$ cat src/rtl/id_ex_pkg.sv
// Shared decode constants, multiply/divide FSM states and helpers for the ID/EX execute stage.
package id_ex_pkg;

  localparam logic [5:0] OpRtype = 6'h00;
  localparam logic [5:0] OpJ     = 6'h02;
  localparam logic [5:0] OpBeq   = 6'h04;
  localparam logic [5:0] OpAddi  = 6'h08;
  localparam logic [5:0] OpAndi  = 6'h0C;
  localparam logic [5:0] OpOri   = 6'h0D;
  localparam logic [5:0] OpLw    = 6'h23;
  localparam logic [5:0] OpSw    = 6'h2B;

  localparam logic [5:0] FnSll  = 6'h00;
  localparam logic [5:0] FnSrl  = 6'h02;
  localparam logic [5:0] FnMfhi = 6'h10;
  localparam logic [5:0] FnMflo = 6'h12;
  localparam logic [5:0] FnMult = 6'h18;
  localparam logic [5:0] FnDiv  = 6'h1A;
  localparam logic [5:0] FnAdd  = 6'h20;
  localparam logic [5:0] FnSub  = 6'h22;
  localparam logic [5:0] FnAnd  = 6'h24;
  localparam logic [5:0] FnOr   = 6'h25;
  localparam logic [5:0] FnSlt  = 6'h2A;

  localparam int unsigned IterCount = 32;

  typedef enum logic [1:0] {MdIdle, MdBusy, MdDone} md_state_e;

  function automatic logic [31:0] mag32(input logic [31:0] x);
    return x[31] ? (~x + 32'd1) : x;
  endfunction

endpackage

$ cat src/rtl/read_id_ex_if.sv
// ID_EX slot inputs and EX_MEM result outputs of the execute stage.
interface read_id_ex_if #(
  parameter int unsigned DATA_W = 32
);
  logic              in_valid;
  logic [7:0]        controller_EX;
  logic [5:0]        opcode_ex;
  logic [5:0]        func_ex;
  logic [4:0]        shamt_ex;
  logic [DATA_W-1:0] exec_data_1;
  logic [DATA_W-1:0] exec_data_2;
  logic [4:0]        exec_rd;
  logic [15:0]       immediate_ex;
  logic [25:0]       address_ex;

  logic              stall_ex;
  logic              mem_valid;
  logic [DATA_W-1:0] alu_result_mem;
  logic [DATA_W-1:0] store_data_mem;
  logic [4:0]        rd_mem;
  logic [7:0]        controller_MEM;
  logic              branch_taken;
  logic [DATA_W-1:0] branch_target;

  modport master (
    output in_valid, controller_EX, opcode_ex, func_ex, shamt_ex, exec_data_1, exec_data_2,
           exec_rd, immediate_ex, address_ex,
    input  stall_ex, mem_valid, alu_result_mem, store_data_mem, rd_mem, controller_MEM,
           branch_taken, branch_target
  );

  modport slave (
    input  in_valid, controller_EX, opcode_ex, func_ex, shamt_ex, exec_data_1, exec_data_2,
           exec_rd, immediate_ex, address_ex,
    output stall_ex, mem_valid, alu_result_mem, store_data_mem, rd_mem, controller_MEM,
           branch_taken, branch_target
  );
endinterface

$ cat src/rtl/muldiv_iter.sv
// Iterative signed multiply/divide (one step per cycle) owning the HI/LO registers.
module muldiv_iter
  import id_ex_pkg::*;
(
  input  logic        clock,
  input  logic        reset,
  input  logic        start,
  input  logic        is_div,
  input  logic [31:0] op_a,
  input  logic [31:0] op_b,
  output logic        busy,
  output logic        done,
  output logic [31:0] hi,
  output logic [31:0] lo
);

  md_state_e   state_q, state_d;
  logic [5:0]  count_q, count_d;
  logic [63:0] acc_q, acc_d;
  logic [31:0] mag_q, mag_d;
  logic [31:0] dividend_q, dividend_d;
  logic        is_div_q, is_div_d;
  logic        neg_lo_q, neg_lo_d;
  logic        neg_hi_q, neg_hi_d;
  logic        div0_q, div0_d;
  logic [31:0] hi_q, hi_d;
  logic [31:0] lo_q, lo_d;

  logic [32:0] add_sum;
  logic [32:0] trial;
  logic [63:0] prod;

  always_comb begin
    state_d    = state_q;
    count_d    = count_q;
    acc_d      = acc_q;
    mag_d      = mag_q;
    dividend_d = dividend_q;
    is_div_d   = is_div_q;
    neg_lo_d   = neg_lo_q;
    neg_hi_d   = neg_hi_q;
    div0_d     = div0_q;
    hi_d       = hi_q;
    lo_d       = lo_q;

    // Operands are held as magnitudes; signs are reapplied once in the done state.
    add_sum = {1'b0, acc_q[63:32]} + (acc_q[0] ? {1'b0, mag_q} : 33'd0);
    trial   = {acc_q[63:32], acc_q[31]} - {1'b0, mag_q};
    prod    = neg_lo_q ? (~acc_q + 64'd1) : acc_q;

    unique case (state_q)
      MdIdle: begin
        if (start) begin
          state_d    = MdBusy;
          count_d    = '0;
          is_div_d   = is_div;
          mag_d      = is_div ? mag32(op_b) : mag32(op_a);
          acc_d      = {32'd0, is_div ? mag32(op_a) : mag32(op_b)};
          neg_lo_d   = op_a[31] ^ op_b[31];
          neg_hi_d   = is_div ? op_a[31] : (op_a[31] ^ op_b[31]);
          div0_d     = (op_b == 32'd0);
          dividend_d = op_a;
        end
      end
      MdBusy: begin
        count_d = count_q + 6'd1;
        if (!is_div_q) begin
          acc_d = {add_sum, acc_q[31:1]};
        end else if (!trial[32]) begin
          acc_d = {trial[31:0], acc_q[30:0], 1'b1};
        end else begin
          acc_d = {acc_q[62:0], 1'b0};
        end
        if (count_q == 6'(IterCount - 1)) state_d = MdDone;
      end
      MdDone: begin
        state_d = MdIdle;
        if (!is_div_q) begin
          hi_d = prod[63:32];
          lo_d = prod[31:0];
        end else if (div0_q) begin
          hi_d = dividend_q;
          lo_d = 32'hFFFF_FFFF;
        end else begin
          hi_d = neg_hi_q ? (~acc_q[63:32] + 32'd1) : acc_q[63:32];
          lo_d = neg_lo_q ? (~acc_q[31:0] + 32'd1) : acc_q[31:0];
        end
      end
      default: state_d = MdIdle;
    endcase
  end

  always_ff @(posedge clock) begin
    if (!reset) begin
      state_q    <= MdIdle;
      count_q    <= '0;
      acc_q      <= '0;
      mag_q      <= '0;
      dividend_q <= '0;
      is_div_q   <= 1'b0;
      neg_lo_q   <= 1'b0;
      neg_hi_q   <= 1'b0;
      div0_q     <= 1'b0;
      hi_q       <= '0;
      lo_q       <= '0;
    end else begin
      state_q    <= state_d;
      count_q    <= count_d;
      acc_q      <= acc_d;
      mag_q      <= mag_d;
      dividend_q <= dividend_d;
      is_div_q   <= is_div_d;
      neg_lo_q   <= neg_lo_d;
      neg_hi_q   <= neg_hi_d;
      div0_q     <= div0_d;
      hi_q       <= hi_d;
      lo_q       <= lo_d;
    end
  end

  assign busy = (state_q != MdIdle);
  assign done = (state_q == MdDone);
  assign hi   = hi_q;
  assign lo   = lo_q;

endmodule

$ cat src/rtl/read_id_ex.sv
// Execute stage: decodes the ID_EX slot and registers the EX_MEM result.
// Define MULDIV_EN to add mult/div/mfhi/mflo with HI/LO and the iterative unit.
module read_id_ex
  import id_ex_pkg::*;
#(
  parameter int unsigned DATA_W = 32
) (
  input logic         clock,
  input logic         reset,
  read_id_ex_if.slave bus
);

  logic              accept;
  logic              recog;
  logic              md_start;
  logic              md_is_div;
  logic              md_busy;
  logic              md_done;
  logic [DATA_W-1:0] rs, rt, sext_imm, zext_imm;
  logic [DATA_W-1:0] res_c, st_c, tg_c;
  logic              tk_c;

  logic              valid_q, valid_d;
  logic [DATA_W-1:0] result_q, result_d;
  logic [DATA_W-1:0] store_q, store_d;
  logic [4:0]        rd_q, rd_d;
  logic [7:0]        ctrl_q, ctrl_d;
  logic              taken_q, taken_d;
  logic [DATA_W-1:0] target_q, target_d;

`ifdef MULDIV_EN
  logic [DATA_W-1:0] md_hi, md_lo;

  muldiv_iter u_muldiv (
    .clock  (clock),
    .reset  (reset),
    .start  (md_start),
    .is_div (md_is_div),
    .op_a   (rs),
    .op_b   (rt),
    .busy   (md_busy),
    .done   (md_done),
    .hi     (md_hi),
    .lo     (md_lo)
  );
`else
  assign md_busy = 1'b0;
  assign md_done = 1'b0;
`endif

  assign rs       = bus.exec_data_1;
  assign rt       = bus.exec_data_2;
  assign sext_imm = {{(DATA_W-16){bus.immediate_ex[15]}}, bus.immediate_ex};
  assign zext_imm = {{(DATA_W-16){1'b0}}, bus.immediate_ex};
  assign accept   = bus.in_valid && !md_busy;

  always_comb begin
    recog     = 1'b1;
    res_c     = '0;
    st_c      = '0;
    tk_c      = 1'b0;
    tg_c      = '0;
    md_start  = 1'b0;
    md_is_div = 1'b0;

    unique case (bus.opcode_ex)
      OpRtype: begin
        unique case (bus.func_ex)
          FnAdd:  res_c = rs + rt;
          FnSub:  res_c = rs - rt;
          FnAnd:  res_c = rs & rt;
          FnOr:   res_c = rs | rt;
          FnSlt:  res_c = {{(DATA_W-1){1'b0}}, ($signed(rs) < $signed(rt))};
          FnSll:  res_c = rt << bus.shamt_ex;
          FnSrl:  res_c = rt >> bus.shamt_ex;
`ifdef MULDIV_EN
          // mult/div complete later from the iterative unit, not this cycle.
          FnMult, FnDiv: begin
            recog     = 1'b0;
            md_start  = accept;
            md_is_div = (bus.func_ex == FnDiv);
          end
          FnMfhi: res_c = md_hi;
          FnMflo: res_c = md_lo;
`endif
          default: recog = 1'b0;
        endcase
      end
      OpAddi: res_c = rs + sext_imm;
      OpAndi: res_c = rs & zext_imm;
      OpOri:  res_c = rs | zext_imm;
      OpLw, OpSw: begin
        res_c = rs + sext_imm;
        st_c  = rt;
      end
      OpBeq: begin
        tk_c = (rs == rt);
        tg_c = sext_imm;
      end
      OpJ: begin
        tk_c = 1'b1;
        tg_c = {{(DATA_W-26){1'b0}}, bus.address_ex};
      end
      default: recog = 1'b0;
    endcase
  end

  always_comb begin
    valid_d  = 1'b0;
    result_d = '0;
    store_d  = '0;
    rd_d     = '0;
    ctrl_d   = '0;
    taken_d  = 1'b0;
    target_d = '0;
    if (md_done) begin
      valid_d = 1'b1;
    end else if (accept && recog) begin
      valid_d  = 1'b1;
      result_d = res_c;
      store_d  = st_c;
      rd_d     = bus.exec_rd;
      ctrl_d   = bus.controller_EX;
      taken_d  = tk_c;
      target_d = tg_c;
    end
  end

  always_ff @(posedge clock) begin
    if (!reset) begin
      valid_q  <= 1'b0;
      result_q <= '0;
      store_q  <= '0;
      rd_q     <= '0;
      ctrl_q   <= '0;
      taken_q  <= 1'b0;
      target_q <= '0;
    end else begin
      valid_q  <= valid_d;
      result_q <= result_d;
      store_q  <= store_d;
      rd_q     <= rd_d;
      ctrl_q   <= ctrl_d;
      taken_q  <= taken_d;
      target_q <= target_d;
    end
  end

  assign bus.stall_ex       = md_busy;
  assign bus.mem_valid      = valid_q;
  assign bus.alu_result_mem = result_q;
  assign bus.store_data_mem = store_q;
  assign bus.rd_mem         = rd_q;
  assign bus.controller_MEM = ctrl_q;
  assign bus.branch_taken   = taken_q;
  assign bus.branch_target  = target_q;

endmodule

$ cat src/flat_wrapper.sv
// flat-port wrapper written by rule: the top's interface ports become plain ports
module read_id_ex_flat import id_ex_pkg::*;
#(
  parameter int unsigned DATA_W = 32
)
  (clock, reset, bus_in_valid, bus_controller_EX, bus_opcode_ex, bus_func_ex, bus_shamt_ex, bus_exec_data_1, bus_exec_data_2, bus_exec_rd, bus_immediate_ex, bus_address_ex, bus_stall_ex, bus_mem_valid, bus_alu_result_mem, bus_store_data_mem, bus_rd_mem, bus_controller_MEM, bus_branch_taken, bus_branch_target);
  read_id_ex_if #(.DATA_W(DATA_W)) bus_i ();
  input logic clock;
  input logic reset;
  input wire logic [$bits(bus_i.in_valid)-1:0] bus_in_valid;
  input wire logic [$bits(bus_i.controller_EX)-1:0] bus_controller_EX;
  input wire logic [$bits(bus_i.opcode_ex)-1:0] bus_opcode_ex;
  input wire logic [$bits(bus_i.func_ex)-1:0] bus_func_ex;
  input wire logic [$bits(bus_i.shamt_ex)-1:0] bus_shamt_ex;
  input wire logic [$bits(bus_i.exec_data_1)-1:0] bus_exec_data_1;
  input wire logic [$bits(bus_i.exec_data_2)-1:0] bus_exec_data_2;
  input wire logic [$bits(bus_i.exec_rd)-1:0] bus_exec_rd;
  input wire logic [$bits(bus_i.immediate_ex)-1:0] bus_immediate_ex;
  input wire logic [$bits(bus_i.address_ex)-1:0] bus_address_ex;
  output wire logic [$bits(bus_i.stall_ex)-1:0] bus_stall_ex;
  output wire logic [$bits(bus_i.mem_valid)-1:0] bus_mem_valid;
  output wire logic [$bits(bus_i.alu_result_mem)-1:0] bus_alu_result_mem;
  output wire logic [$bits(bus_i.store_data_mem)-1:0] bus_store_data_mem;
  output wire logic [$bits(bus_i.rd_mem)-1:0] bus_rd_mem;
  output wire logic [$bits(bus_i.controller_MEM)-1:0] bus_controller_MEM;
  output wire logic [$bits(bus_i.branch_taken)-1:0] bus_branch_taken;
  output wire logic [$bits(bus_i.branch_target)-1:0] bus_branch_target;
  assign bus_i.in_valid = bus_in_valid;
  assign bus_i.controller_EX = bus_controller_EX;
  assign bus_i.opcode_ex = bus_opcode_ex;
  assign bus_i.func_ex = bus_func_ex;
  assign bus_i.shamt_ex = bus_shamt_ex;
  assign bus_i.exec_data_1 = bus_exec_data_1;
  assign bus_i.exec_data_2 = bus_exec_data_2;
  assign bus_i.exec_rd = bus_exec_rd;
  assign bus_i.immediate_ex = bus_immediate_ex;
  assign bus_i.address_ex = bus_address_ex;
  assign bus_stall_ex = bus_i.stall_ex;
  assign bus_mem_valid = bus_i.mem_valid;
  assign bus_alu_result_mem = bus_i.alu_result_mem;
  assign bus_store_data_mem = bus_i.store_data_mem;
  assign bus_rd_mem = bus_i.rd_mem;
  assign bus_controller_MEM = bus_i.controller_MEM;
  assign bus_branch_taken = bus_i.branch_taken;
  assign bus_branch_target = bus_i.branch_target;
  read_id_ex #(.DATA_W(DATA_W)) u_core (.clock(clock), .reset(reset), .bus(bus_i));
endmodule
$ cat config.mk
export PLATFORM = sky130hd
export DESIGN_NAME = read_id_ex_flat
export DESIGN_NICKNAME = d
export VERILOG_FILES = /design/src/rtl/id_ex_pkg.sv /design/src/rtl/read_id_ex_if.sv /design/src/rtl/muldiv_iter.sv /design/src/rtl/read_id_ex.sv /design/src/flat_wrapper.sv
export SDC_FILE = /design/constraint.sdc
export NUM_CORES = 1
export LEC_CHECK = 0
export ABC_AREA = 0
export CORE_ASPECT_RATIO = 0.7
export CORE_UTILIZATION = 59
export DETAILED_ROUTE_END_ITERATION = 7
export PLACE_DENSITY = 0.89
export SLEW_MARGIN = 20
export SYNTH_ARGS = -nofsm -noshare
export SYNTH_HDL_FRONTEND = slang
export SYNTH_SLANG_ARGS = --single-unit
$ cat constraint.sdc
create_clock -name clock -period 6.1 [get_ports clock]
set_input_delay 0.915 -clock clock [delete_from_list [all_inputs] [get_ports clock]]
set_output_delay 0.915 -clock clock [all_outputs]
set_load 0.03 [all_outputs]
Word level (Yosys, flattened, before mapping)
Index checks and enable logic that the tools add are counted.

storage, ports and cells
  bits in writable memories = 0
  logic and storage cells = 47
  memories = 0
  input bits = 139
  bits in read-only memories = 0
  register bits = 111
  latch bits = 0

cells by class
  shift operators = 2
  multipliers = 0
  reduce and logical (&&, ||, !) cells = 9
  magnitude comparators = 1
  add/sub/neg operators = 3
  divide/modulo/power cells = 0
  mux-type cells = 7
  equality and inequality tests = 14
  bitwise gates (word level) = 4

operators with widths
  kind                                                             count
  32-bit case mux with 7 select lines                              1
  32-bit case mux with 4 select lines                              1
  32-bit adder                                                     2
  32-bit case mux with 2 select lines                              1
  6-bit == test, second input constant                             7
  32-bit by 16-bit bitwise AND with 32-bit output                  1
  32-bit bitwise AND                                               1
  32-bit == test                                                   1
  32-bit < comparator                                              1
  32-bit by 16-bit OR with 32-bit output                           1
  32-bit OR                                                        1
  32-bit by 5-bit left shift with 32-bit output                    1
  32-bit by 5-bit >> shifter with 32-bit output                    1
  32-bit subtractor                                                1
  6-bit by 4-bit == test with 1-bit output, second input constant  3
  7-bit OR reduction                                               2
  6-bit by 2-bit == test with 1-bit output, second input constant  2
  6-bit logical NOT                                                2
  6-bit by 3-bit == test with 1-bit output, second input constant  1
  1-bit case mux with 2 select lines                               2
  3-bit AND reduction                                              1
  3-bit OR reduction                                               1
  1-bit two-way mux                                                2
  2-bit AND reduction                                              1
  2 further kinds                                                  2

Logic depth before layout (Yosys ltp)
  word-level depth = 6
  mapped depth = 14
  depth with buffers taken out = 13

Least setup slack after synthesis
Ideal clock, no wire load.

  path kind = input port to flip-flop
  from = input port bus_exec_data_2[16]
  to = register u_core.result_q[22], in the netlist u_core.bus.alu_result_mem[22]
  stages on the path = 13
  library setup time = 0.132 ns
  slack = 2.762 ns
  arrival = 3.206 ns
  cells stage by stage = clkbuf_1 -> inv_1 -> ha_1 -> and3_1 -> nand2_1 -> nor2b_1 -> a211oi_2 -> a31oi_2 -> a21oi_1 -> o21bai_1 -> a221o_1 -> a221oi_1 -> o22ai_1

between the ends
  longest elaborated chain between the ends = 3
  elaborated cells between the ends (all ways) = 6
  those cells by class = add/sub (2); shift (2); mux (2)

RTL lines
  element                                          line                source
  start, declared                                  flat_wrapper.sv:16  input wire logic [$bits(bus_i.exec_data_2)-1:0] bus_exec_data_2;
  32-bit subtractor, or another cell as far along  read_id_ex.sv:70    FnSub: res_c = rs - rt;
  32-bit case mux with 7 select lines (*)          read_id_ex.sv:68    unique case (bus.func_ex)
  32-bit case mux with 4 select lines (*)          read_id_ex.sv:66    unique case (bus.opcode_ex)
  end signal, assigned                             read_id_ex.sv:140   result_q <= result_d;
  end, declared                                    read_id_ex.sv:24    logic [DATA_W-1:0] result_q, result_d;

Every way passes the cells marked *; elsewhere a longest branch is shown, timed or not.
A chain may end at the register's enable or synchronous reset.

Worst setup path in the final report
  from = input port bus_immediate_ex[15]
  to = register u_core.result_q[31], in the netlist u_core.bus.alu_result_mem[31]

between the ends
  longest elaborated chain between the ends = 2

RTL lines
  element                              line                                source
  start, declared                      flat_wrapper.sv:18                  input wire logic [$bits(bus_i.immediate_ex)-1:0] bus_immediate_ex;
  32-bit adder                         read_id_ex.sv:89, read_id_ex.sv:93
  32-bit case mux with 4 select lines  read_id_ex.sv:66

Every way passes these cells.

==> reports/metrics.cfg <==
[outcome]
run_status = complete, no violations

[logic_synthesis]
post_synth_edffs = 0
ys.warnings.count = 0
mapped_cell_area_um2 = 13600
synth_seq_cells = 106
netlist_instances = 1726
yosysUniqueCellTypes = 84
mappedNetlistNets = 2017
synth_async_sr_flop_share_pct = 0
post_synthesis_sequential_area_ratio_pct = 15.6
avg_cell_area_syn_um2 = 7.87
top_flip_flop_cell_by_instance_count_after_synthesis = dfxtp_1

[worst_setup_path]
slowest_stage_delay_on_critical_path_ns = 1.02
crit_slowest_cell = clkdlybuf4s50_1
crit_arrival_ns = 5.07
crit_path_end_kind = flop
critPathKind = input port to flop
crit_start = bus_immediate_ex[15]
cp.buffers_inverters = 2
path_max_fanout = 18
timing.critical_path.max_delay_family = compound AO/OA/AOI/OAI gates
cp_cell_sequence = clkdlybuf4s50_1 > inv_1 > ha_1 > nand2_1 > a2111oi_2 > o2111ai_1 > nand4_1 > a221oi_1 > o21ai_1 > xnor2_1 > nand2b_1 > a311o_1 > o21ai_0
worstSetupStartpointType = input port
cp_data_required_time_ns = 6.40

[sta]
grt_setup_unrepaired = false
fmax_mhz = 210
timing.slew.headroom_pct = 25.0
period_needed_ns = 4.77
totalNegativeSetupSlack_ns = 0
timing_worst_slew_pin_value_ns = 1.13
timing.final.setup_violations = 0
final_period_util_pct = 78.2
timing.hold.ws_ns = 1.07
timing_hold_violations_final = 0
layout_setup_ws_ns = 1.33
timing.final.max_slew_violations = 0

[run]
drv.max_cap_violation_count = 0

[worst_hold_path]
timing.hold.worst.class = input port to flop
timing.hold.worst.start = bus_address_ex[18]

[clock_network]
clock_tree_from_tritoncts = done
cts-hold-fix-buffers = 0
cts.root.buffer_cell = clkbuf_16
clock_sinks = 106
number_of_buffers_inserted_by_post_cts_setup_repair = 0
post_cts_resize_count = 0
cts_bufs_inserted = 9
clk_pin_slew_ns = 0.09
cts_h_tree_lvls = 3
cts.path.max_buffers = 2

[power]
ir_drop_uv = 142
power.static_leakage_nw = 6.85
power-per-cell-area_nw_per_um2 = 148

[place]
gpl.final_weighted_congestion = 1.09
pre_cts_slack_ns = 1.21
placedInstanceArea_um2 = 16100
dp_cells = 2195
place.detailed.hpwl_um = 44200
port-buffer-count = 249

[global_route]
grt_pass1_vias = 14000
antenna_violations_before_repair = 1
grt_pass1_wl_um = 83600
grt_usage_pct = 46.7
grt_start_max_net_pins = 54
grt.overflow.total = 0

[detailed_routing]
drt-pass1-iter-count = 7
drtAntennaViolNets = 0
totalWireLength_um = 56300
route.detailed.vias_per_inst = 7.04
first_iter_violations = 2639
wirelength_per_cell_um = 25.4
drc_errors = 0
dr_total_vias = 15600

[die]
initial_core_utilization_pct = 60.0
die-height_um = 129
die_width_um = 183
boundaryPins = 251
die_area_um2 = 23600
floorplan.rows = 46
area_inside_the_core_boundary_um2 = 22600

[final_layout]
diodes = 0
fillerInstances = 1824
layout.nets = 2185
final-instance-count-excl-fill = 2211
final_design_area_no_fill_um2 = 16400
areaGrowthSynthToFinish_pct = 21.0
share_of_cells_above_drive_strength_1_pct = 6.74

==> power by group <==
group          internal [mW]  switching [mW]  leakage, nW
Clock                  0.338           0.322        0.154
Combinational          0.422           0.656         5.84
Sequential             0.693        0.000372        0.854
Total                   1.45           0.979         6.85
==> synth_stat cells (all sizes together), types with 11 or more instances <==
library cell	n	area share (%)
ha	149	14
nand2	142	3.9
nor2	137	3.8
a21oi	131	4.8
o21ai	122	4.5
inv	120	3.3
dfxtp	106	16
clkbuf	68	1.9
mux2i	68	5.0
and2	54	2.5
buf	51	2.2
mux4	51	8.7
a221oi	39	2.5
a21o	30	1.7
nor3	30	1.1
nand3	29	1.1
a22oi	28	1.5
xnor2	25	1.6
nor2b	23	1.1
a211oi	22	1.3
a31oi	21	1.0
o22ai	20	0.92
o211ai	18	1.0
nand2b	16	0.74
a22o	15	0.97
and3	14	0.64
o21bai	14	0.77
mux2	13	1.1
xor2	12	0.77
a221o	11	0.81
nand4	11	0.51
nor4	11	0.51
==> cells by family (layout without fill, tap and decap cells) <==
kind of cell    after synthesis  after routing  share of synthesized area (%)
compound gates              560            560                           28.0
xor+xnor                     37             37                           2.39
fa+ha+maj                   152            152                           14.2
buf+inv                     239            412                           7.36
flops                       106            106                           15.6
mux                         132            132                           14.8
other cells                   1              1                         0.0276
simple gates                499            499                           17.7
==> layout by cell type, fill, tap and decap left out, types with 6 or more instances in the layout <==
cell / netlist / routed
clkdlybuf4s50_1: 0 / 245
ha_1: 149 / 149
nand2_1: 142 / 142
nor2_1: 137 / 137
a21oi_1: 131 / 131
inv_1: 119 / 119
o21ai_0: 117 / 117
dfxtp_1: 106 / 106
mux2i_1: 68 / 68
and2_1: 53 / 53
mux4_2: 42 / 42
a221oi_1: 39 / 39
a21o_1: 30 / 30
nand3_1: 29 / 29
buf_4: 11 / 29
nor3_1: 29 / 28
a22oi_1: 28 / 28
xnor2_1: 25 / 25
nor2b_1: 23 / 23
a211oi_1: 20 / 20
a31oi_1: 20 / 20
o22ai_1: 20 / 20
o211ai_1: 18 / 18
nand2b_1: 16 / 16
a22o_1: 15 / 15
o21bai_1: 14 / 14
and3_1: 14 / 14
mux2_2: 12 / 12
xor2_1: 12 / 12
nand4_1: 11 / 11
a221o_1: 11 / 11
nor4_1: 11 / 10
mux4_1: 9 / 9
o31ai_1: 9 / 9
clkbuf_16: 0 / 9
o21a_1: 7 / 7
o221ai_1: 7 / 7
or3_1: 6 / 6
or2_2: 6 / 6
==> routing by layer <==
| metal | share of wire [%] | global-route usage [%] | vias to the layer above |
|---|---|---|---|
| met2 | 41 | 68.6 | 1353 |
| met5 | 0.023 | 0 | - |
| met4 | 5.1 | 20.7 | 2 |
| met1 | 39 | 61.9 | 7259 |
| li1 | - | - | 6708 |
| met3 | 15 | 16.0 | 242 |
==> tightest hold or removal path, delay by kind of cell <==
family        cells  cell delay [ns]
simple gates      2             0.09
buf+inv           1             0.40
==> area by class of cell <==
class,count,area [µm²],area share (%)
clock buffers,11,243,1.48
inverters,120,450,2.74
flip-flops and latches,106,2120,12.9
well taps,312,390,2.38
repair buffers,276,2680,16.3
multi-input cells,1381,10500,63.7
clock inverters,5,70.1,0.427
==> registers in the layout (all words and copies together) (netlist names) <==
register,count
u_core.bus.alu_result_mem,32
u_core.bus.store_data_mem,32
u_core.bus.branch_target,27
u_core.bus.controller_MEM,8
u_core.bus.rd_mem,5
u_core.bus.branch_taken,1
u_core.bus.mem_valid,1
==> final timing paths <==
path / cells after the start / end
min: 3 / u_core.bus.branch_target[18]$_SDFF_PN0_
max: 13 / u_core.bus.alu_result_mem[31]$_SDFF_PN0_
==> through the flow <==
stage	util (%)	power, mW
global placement	71.2	1.71
global route	72.6	2.50
CTS	72.6	2.37
floorplan	-	1.37
detailed placement	71.2	1.73
finish	72.6	2.43
Power figures use the tool's default switching activity.
